### config.mk
export PLATFORM = sky130hd
export DESIGN_NAME = mdu_sequencer_flat
export DESIGN_NICKNAME = d
export VERILOG_FILES = /design/src/rtl/mdu_sequencer_if.sv /design/src/rtl/mdu_sequencer.sv /design/src/flat_wrapper.sv
export SDC_FILE = /design/constraint.sdc
export NUM_CORES = 1
export LEC_CHECK = 0
export CAP_MARGIN = 30
export CELL_PAD_IN_SITES_DETAIL_PLACEMENT = 1
export CELL_PAD_IN_SITES_GLOBAL_PLACEMENT = 1
export CORE_ASPECT_RATIO = 0.75
export CORE_UTILIZATION = 42
export CTS_BUF_LIST = sky130_fd_sc_hd__clkbuf_2 sky130_fd_sc_hd__clkbuf_4 sky130_fd_sc_hd__clkbuf_8
export CTS_CLUSTER_SIZE = 12
export DETAILED_ROUTE_END_ITERATION = 7
export PLACE_DENSITY = 0.94
export SYNTH_ARGS = -nofsm -noshare
export SYNTH_HDL_FRONTEND = slang
export SYNTH_SLANG_ARGS = --single-unit
### constraint.sdc
create_clock -name clk -period 6.8 [get_ports clk]
set_clock_uncertainty 0.1 [all_clocks]
set_input_delay 1.02 -clock clk [delete_from_list [all_inputs] [get_ports clk]]
set_output_delay 1.02 -clock clk [all_outputs]
set_load 0.03 [all_outputs]
### src/rtl/mdu_sequencer_if.sv
// Signal bundle between the multiply/divide sequencer, its requester and the
// shared ALU. The sequencer takes the slave view; whoever owns the request
// side and the ALU result takes the master view.
interface mdu_sequencer_if;
    logic        start;
    logic [1:0]  op;
    logic [31:0] a;
    logic [31:0] b;
    logic        busy;
    logic        done;
    logic [31:0] hi;
    logic [31:0] lo;
    logic [31:0] alu_in1;
    logic [31:0] alu_in2;
    logic [4:0]  alu_ctrl;
    logic        alu_sign;
    logic [31:0] alu_out;
    logic        alu_zero;

    modport slave (
        input  start, op, a, b, alu_out, alu_zero,
        output busy, done, hi, lo, alu_in1, alu_in2, alu_ctrl, alu_sign
    );

    modport master (
        output start, op, a, b, alu_out, alu_zero,
        input  busy, done, hi, lo, alu_in1, alu_in2, alu_ctrl, alu_sign
    );
endinterface

### src/rtl/mdu_sequencer.sv
// Multi-cycle 32-bit mult/multu/div/divu built on the shared ALU's add and
// subtract. Signed operations run on magnitudes and fix the signs at the end.
// Fixed latency: done rises 36 edges after the accepting edge.
module mdu_sequencer #(
    parameter logic [4:0] AND_CTRL = 5'b00000,
    parameter logic [4:0] ADD_CTRL = 5'b00010,
    parameter logic [4:0] SUB_CTRL = 5'b00110
) (
    input  logic               clk,
    input  logic               reset,
    mdu_sequencer_if.slave     bus
);

    typedef enum logic [2:0] {
        S_IDLE,
        S_ABS_A,
        S_ABS_B,
        S_ITER,
        S_FIX_LO,
        S_FIX_HI,
        S_DONE
    } state_t;

    state_t      state_q, state_d;
    logic [31:0] a_q, a_d;
    logic [31:0] b_q, b_d;
    logic [31:0] hi_q, hi_d;
    logic [31:0] lo_q, lo_d;
    logic [4:0]  cnt_q, cnt_d;
    logic        is_div_q, is_div_d;
    logic        neg_a_q, neg_a_d;
    logic        neg_b_q, neg_b_d;
    logic        lo_zero_q, lo_zero_d;

    // Signs are latched at start because the magnitude steps overwrite a/b.
    logic        neg_lo;
    logic        carry;
    logic [31:0] rem_shift;
    logic        take_sub;
    logic [31:0] b_abs;

    assign neg_lo       = neg_a_q ^ neg_b_q;
    assign bus.busy     = (state_q != S_IDLE) && (state_q != S_DONE);
    assign bus.done     = (state_q == S_DONE);
    assign bus.hi       = hi_q;
    assign bus.lo       = lo_q;
    assign bus.alu_sign = 1'b0;

    // State and datapath registers; reset aborts any operation in flight.
    always_ff @(posedge clk or negedge reset) begin
        if (!reset) begin
            state_q   <= S_IDLE;
            a_q       <= '0;
            b_q       <= '0;
            hi_q      <= '0;
            lo_q      <= '0;
            cnt_q     <= '0;
            is_div_q  <= 1'b0;
            neg_a_q   <= 1'b0;
            neg_b_q   <= 1'b0;
            lo_zero_q <= 1'b0;
        end else begin
            state_q   <= state_d;
            a_q       <= a_d;
            b_q       <= b_d;
            hi_q      <= hi_d;
            lo_q      <= lo_d;
            cnt_q     <= cnt_d;
            is_div_q  <= is_div_d;
            neg_a_q   <= neg_a_d;
            neg_b_q   <= neg_b_d;
            lo_zero_q <= lo_zero_d;
        end
    end

    // Next state, register updates and the ALU port mux for each step.
    always_comb begin
        state_d   = state_q;
        a_d       = a_q;
        b_d       = b_q;
        hi_d      = hi_q;
        lo_d      = lo_q;
        cnt_d     = cnt_q;
        is_div_d  = is_div_q;
        neg_a_d   = neg_a_q;
        neg_b_d   = neg_b_q;
        lo_zero_d = lo_zero_q;

        bus.alu_in1  = '0;
        bus.alu_in2  = '0;
        bus.alu_ctrl = AND_CTRL;

        // Helpers for the iteration step: add carry-out for multiply and
        // the restoring-division trial (msb covers the 33rd remainder bit).
        carry     = (bus.alu_out < hi_q);
        rem_shift = {hi_q[30:0], lo_q[31]};
        take_sub  = hi_q[31] | !(rem_shift < b_q);
        b_abs     = neg_b_q ? bus.alu_out : b_q;

        case (state_q)
            S_IDLE: begin
                if (bus.start) begin
                    a_d      = bus.a;
                    b_d      = bus.b;
                    is_div_d = bus.op[1];
                    neg_a_d  = bus.op[0] & bus.a[31];
                    neg_b_d  = bus.op[0] & bus.b[31];
                    hi_d     = '0;
                    lo_d     = '0;
                    cnt_d    = '0;
                    state_d  = S_ABS_A;
                end
            end
            S_ABS_A: begin
                bus.alu_ctrl = SUB_CTRL;
                bus.alu_in2  = a_q;
                if (neg_a_q) a_d = bus.alu_out;
                state_d = S_ABS_B;
            end
            S_ABS_B: begin
                // Multiply shifts the multiplier out of lo; divide shifts the
                // dividend out of lo while the quotient shifts in.
                bus.alu_ctrl = SUB_CTRL;
                bus.alu_in2  = b_q;
                b_d     = b_abs;
                lo_d    = is_div_q ? a_q : b_abs;
                state_d = S_ITER;
            end
            S_ITER: begin
                if (!is_div_q) begin
                    bus.alu_ctrl = ADD_CTRL;
                    bus.alu_in1  = hi_q;
                    bus.alu_in2  = a_q;
                    if (lo_q[0]) begin
                        hi_d = {carry, bus.alu_out[31:1]};
                        lo_d = {bus.alu_out[0], lo_q[31:1]};
                    end else begin
                        hi_d = {1'b0, hi_q[31:1]};
                        lo_d = {hi_q[0], lo_q[31:1]};
                    end
                end else begin
                    bus.alu_ctrl = SUB_CTRL;
                    bus.alu_in1  = rem_shift;
                    bus.alu_in2  = b_q;
                    if (take_sub) begin
                        hi_d = bus.alu_out;
                        lo_d = {lo_q[30:0], 1'b1};
                    end else begin
                        hi_d = rem_shift;
                        lo_d = {lo_q[30:0], 1'b0};
                    end
                end
                cnt_d = cnt_q + 5'd1;
                if (cnt_q == 5'd31) state_d = S_FIX_LO;
            end
            S_FIX_LO: begin
                // lo_zero feeds the borrow into the high word of a 64-bit negate.
                bus.alu_ctrl = SUB_CTRL;
                bus.alu_in2  = lo_q;
                if (neg_lo) lo_d = bus.alu_out;
                lo_zero_d = bus.alu_zero;
                state_d   = S_FIX_HI;
            end
            S_FIX_HI: begin
                if (!is_div_q && neg_lo) begin
                    bus.alu_ctrl = ADD_CTRL;
                    bus.alu_in1  = ~hi_q;
                    bus.alu_in2  = {31'b0, lo_zero_q};
                    hi_d = bus.alu_out;
                end else if (is_div_q && neg_a_q) begin
                    // Remainder follows the dividend's sign.
                    bus.alu_ctrl = SUB_CTRL;
                    bus.alu_in2  = hi_q;
                    hi_d = bus.alu_out;
                end
                state_d = S_DONE;
            end
            S_DONE: begin
                state_d = S_IDLE;
            end
            default: begin
                state_d = S_IDLE;
            end
        endcase
    end

endmodule

### src/flat_wrapper.sv
// flat-port wrapper written by rule: the top's interface ports become plain ports
module mdu_sequencer_flat 
#(
    parameter logic [4:0] AND_CTRL = 5'b00000,
    parameter logic [4:0] ADD_CTRL = 5'b00010,
    parameter logic [4:0] SUB_CTRL = 5'b00110
)
  (clk, reset, bus_start, bus_op, bus_a, bus_b, bus_alu_out, bus_alu_zero, bus_busy, bus_done, bus_hi, bus_lo, bus_alu_in1, bus_alu_in2, bus_alu_ctrl, bus_alu_sign);
  mdu_sequencer_if bus_i ();
  input  logic clk;
  input  logic reset;
  input wire logic [$bits(bus_i.start)-1:0] bus_start;
  input wire logic [$bits(bus_i.op)-1:0] bus_op;
  input wire logic [$bits(bus_i.a)-1:0] bus_a;
  input wire logic [$bits(bus_i.b)-1:0] bus_b;
  input wire logic [$bits(bus_i.alu_out)-1:0] bus_alu_out;
  input wire logic [$bits(bus_i.alu_zero)-1:0] bus_alu_zero;
  output wire logic [$bits(bus_i.busy)-1:0] bus_busy;
  output wire logic [$bits(bus_i.done)-1:0] bus_done;
  output wire logic [$bits(bus_i.hi)-1:0] bus_hi;
  output wire logic [$bits(bus_i.lo)-1:0] bus_lo;
  output wire logic [$bits(bus_i.alu_in1)-1:0] bus_alu_in1;
  output wire logic [$bits(bus_i.alu_in2)-1:0] bus_alu_in2;
  output wire logic [$bits(bus_i.alu_ctrl)-1:0] bus_alu_ctrl;
  output wire logic [$bits(bus_i.alu_sign)-1:0] bus_alu_sign;
  assign bus_i.start = bus_start;
  assign bus_i.op = bus_op;
  assign bus_i.a = bus_a;
  assign bus_i.b = bus_b;
  assign bus_i.alu_out = bus_alu_out;
  assign bus_i.alu_zero = bus_alu_zero;
  assign bus_busy = bus_i.busy;
  assign bus_done = bus_i.done;
  assign bus_hi = bus_i.hi;
  assign bus_lo = bus_i.lo;
  assign bus_alu_in1 = bus_i.alu_in1;
  assign bus_alu_in2 = bus_i.alu_in2;
  assign bus_alu_ctrl = bus_i.alu_ctrl;
  assign bus_alu_sign = bus_i.alu_sign;
  mdu_sequencer #(.AND_CTRL(AND_CTRL), .ADD_CTRL(ADD_CTRL), .SUB_CTRL(SUB_CTRL)) u_core (.clk(clk), .reset(reset), .bus(bus_i));
endmodule
==> impl_metrics.ini <==
[floorplanning]
start_util_pct = 43.1
placementRows = 50
io_pins = 238
die_height_um = 141
core_area_mm2 = 0.0251
die_area_mm2 = 0.0264
fp.dieW_um = 187

[grt]
antenna_found_initial = 1
grt_max_degree = 97
overflow = 0
grtUsageTotal_pct = 36.7
grt_pass1_vias = 12800
grt_pass1_wl_um = 75800

[pwr]
clock_power_share_pct = 9.9
internal_power_mw = 3.75
leakagePower_nw = 5.74
power_mw = 8.12
p_sw_mw = 4.37
combPwrFrac_pct = 66.9
p_seq_share_pct = 23.2
p_per_area_mw_per_mm2 = 585
ir_drop_v = 0.000306
netSwitchingFraction_pct = 53.8

[logic_synthesis]
synth-main-ff-cell = dfrtp_1
synth_common_cells = nand2_1, dfrtp_1, mux2i_1
syn_avg_cell_area_um2 = 8.44
synth_edf_count = 0
netlist-cell-type-count = 57
synth.yosys.seq_area_share_pct = 32.3
ys_seq_elements = 140
yosys_warnings = 0
synthCells = 1284
synth_async_sr_flop_share_pct = 100
netlist.area_leader.share_pct = 32.3
synth_area_mm2 = 0.0108
synth.largest_area_cell = dfrtp_1
synth.area.top_cells = dfrtp_1, mux2i_1, ha_1
synth_most_common_cell = nand2_1

[worst_setup_path]
rr_startpoint = u_core.state_q[0]$_DFFE_PN0P_
cp_max_fo = 32
rrSetupSlack_ns = 3.21
path_class = flip-flop to output pin
worstReg2RegEnd = u_core.bus.hi[0]$_DFFE_PN0P_
r2r_cells = 9
worstPathArrival_ns = 4.19
required_ns = 5.68
endpoint_kind = output pin
start_kind = flip-flop

[layout]
fin_cells = 1796
stdcell_area_mm2 = 0.0139
fin_nets = 1610
areaGrowthSynthToFinish_pct = 28.1
drive_gt1_share_pct = 5.77

[clock_network]
cts_num_sinks = 140
clockBufferDepth = 2
clkTransAtPathRegs_ns = 0.09
ctsRootBufferMaster = clkbuf_8
clock_latency_ns = 0.49
htreeDepth = 4
numCtsBuffers = 17
cts_hold_buf = 0
tritoncts = done
cts_setup_buffers = 0
ctsResizeCount = 0

[detailed_routing]
wirelength_um = 48500
ant_nets = 0
vias = 12500
first_iter_violations = 1510
wl_per_cell_um = 27.0
drt_first_pass_iters = 8
drc_errors = 0
via_per_inst = 6.98

[placed_design]
dp.cells = 1762
place_congestion = 0.876
dpl.hpwl_um = 31500
port_buffers = 233
placed_area_mm2 = 0.0134

[flow_run]
cap_violations = 0

[timing]
setup_viol = 0
slew_headroom_pct = 28.7
timing.setup.tns_ns = 0
tightest_slew_ns = 1.07
layout_worst_path_cycle_share_pct = 78.1
rsz0062_at_grt = no
whs_ns = 0.185
drv_slew = 0
period_needed_ns = 5.31
hold_violations = 0
max_freq_mhz = 188

[outcome]
status = finished, final reports clean

[worst_hold_path]
hp-class = primary input to asynchronous set/reset pin
registers in the layout, summed over array words and instances, names as in the netlist:
signal and cells:
u_core.a_q 32, u_core.b_q 32, u_core.bus.hi 32, u_core.bus.lo 32, u_core.cnt_q 5, u_core.is_div_q 1
u_core.lo_zero_q 1, u_core.neg_a_q 1, u_core.neg_b_q 1, u_core.state_q 3
final cells by class:
class                           instances  area, µm²
Fill cell                            2907      11300
Multi-Input combinational cell        956       6630
Sequential cell                       140       3510
Timing Repair Buffer                  262       2610
Tap cell                              338        423
Clock buffer                           19        255
Inverter                               67        251
Clock inverter                         13        189
Antenna cell                            1       2.50
cell usage in the layout (no fill, tap or decap), types with 31 or more instances in the layout:
cell type        count
a21oi_1             56
a311o_1             31
nand2_1            178
a31oi_1             34
nand3_1             36
o21ai_0             31
a222oi_1            33
o22ai_1             64
ha_1                64
a22o_1              46
clkdlybuf4s50_1    232
inv_1               67
o21ai_1             74
dfrtp_1            138
mux2i_1             98
power by group through the flow:
| stage | Combinational [mW] | Clock [mW] | Sequential (mW) |
|---|---|---|---|
| floorplan | 3.16 | 0 | 1.85 |
| global placement | 4.97 | 0 | 1.87 |
| detailed placement | 5.28 | 0 | 1.86 |
| CTS | 5.35 | 0.801 | 1.85 |
| global route | 5.75 | 0.834 | 1.92 |
| finish | 5.43 | 0.802 | 1.88 |
worst max path at each step:
| stage | startpoint | endpoint |
|---|---|---|
| after floorplan | u_core.is_div_q$_DFFE_PN0P_ | bus_alu_in1[1] |
| after global placement | u_core.state_q[0]$_DFFE_PN0P_ | bus_alu_in2[7] |
| after detailed placement | u_core.state_q[1]$_DFFE_PN0P_ | bus_alu_in2[28] |
| after CTS | u_core.state_q[1]$_DFFE_PN0P_ | bus_alu_in2[11] |
| after global routing | u_core.state_q[1]$_DFFE_PN0P_ | bus_alu_in2[11] |
| final | u_core.state_q[0]$_DFFE_PN0P_ | bus_alu_in2[28] |
cell families (layout without fill, tap and decap cells):
| family | after synthesis | after routing | share of synthesized area, % |
|---|---|---|---|
| other | 1 | 5 | 0.0346 |
| DFF | 140 | 140 | 32.3 |
| buffers and inverters | 191 | 361 | 7.10 |
| and+or+nand+nor | 317 | 317 | 13.2 |
| xor gates and xnor gates | 3 | 3 | 0.243 |
| AOI/OAI and AO/OA | 469 | 469 | 30.5 |
| adders and majority gates | 64 | 64 | 7.39 |
| muxes | 99 | 99 | 9.16 |
worst max-delay path, cell delays in order, from the launching register on:
cell and delay [ns]:
dfrtp_1 0.80, and2_2 0.70, buf_4 0.44, nand2b_1 0.13
nand2b_1 0.09, buf_4 0.47, a222oi_1 0.21, nand2_1 0.15
clkdlybuf4s50_1 0.70
layer usage:
metal	track usage [%]	vias up	wire length (µm)	part of all wire, %
li1	-	5247	-	-
met1	49.4	6252	19800	41
met5	0	-	0	0
met2	56.6	906	21600	45
met4	15.1	0	1610	3.3
met3	8.59	128	5490	11
metrics by stage:
step	worst slack (ns)	util (%)
global placement	2.31	53.0
global route	1.31	55.2
finish	1.49	55.2
detailed placement	2.10	53.3
floorplan	3.63	-
CTS	1.58	55.0
No activity file was read; power rests on OpenSTA's default activity.
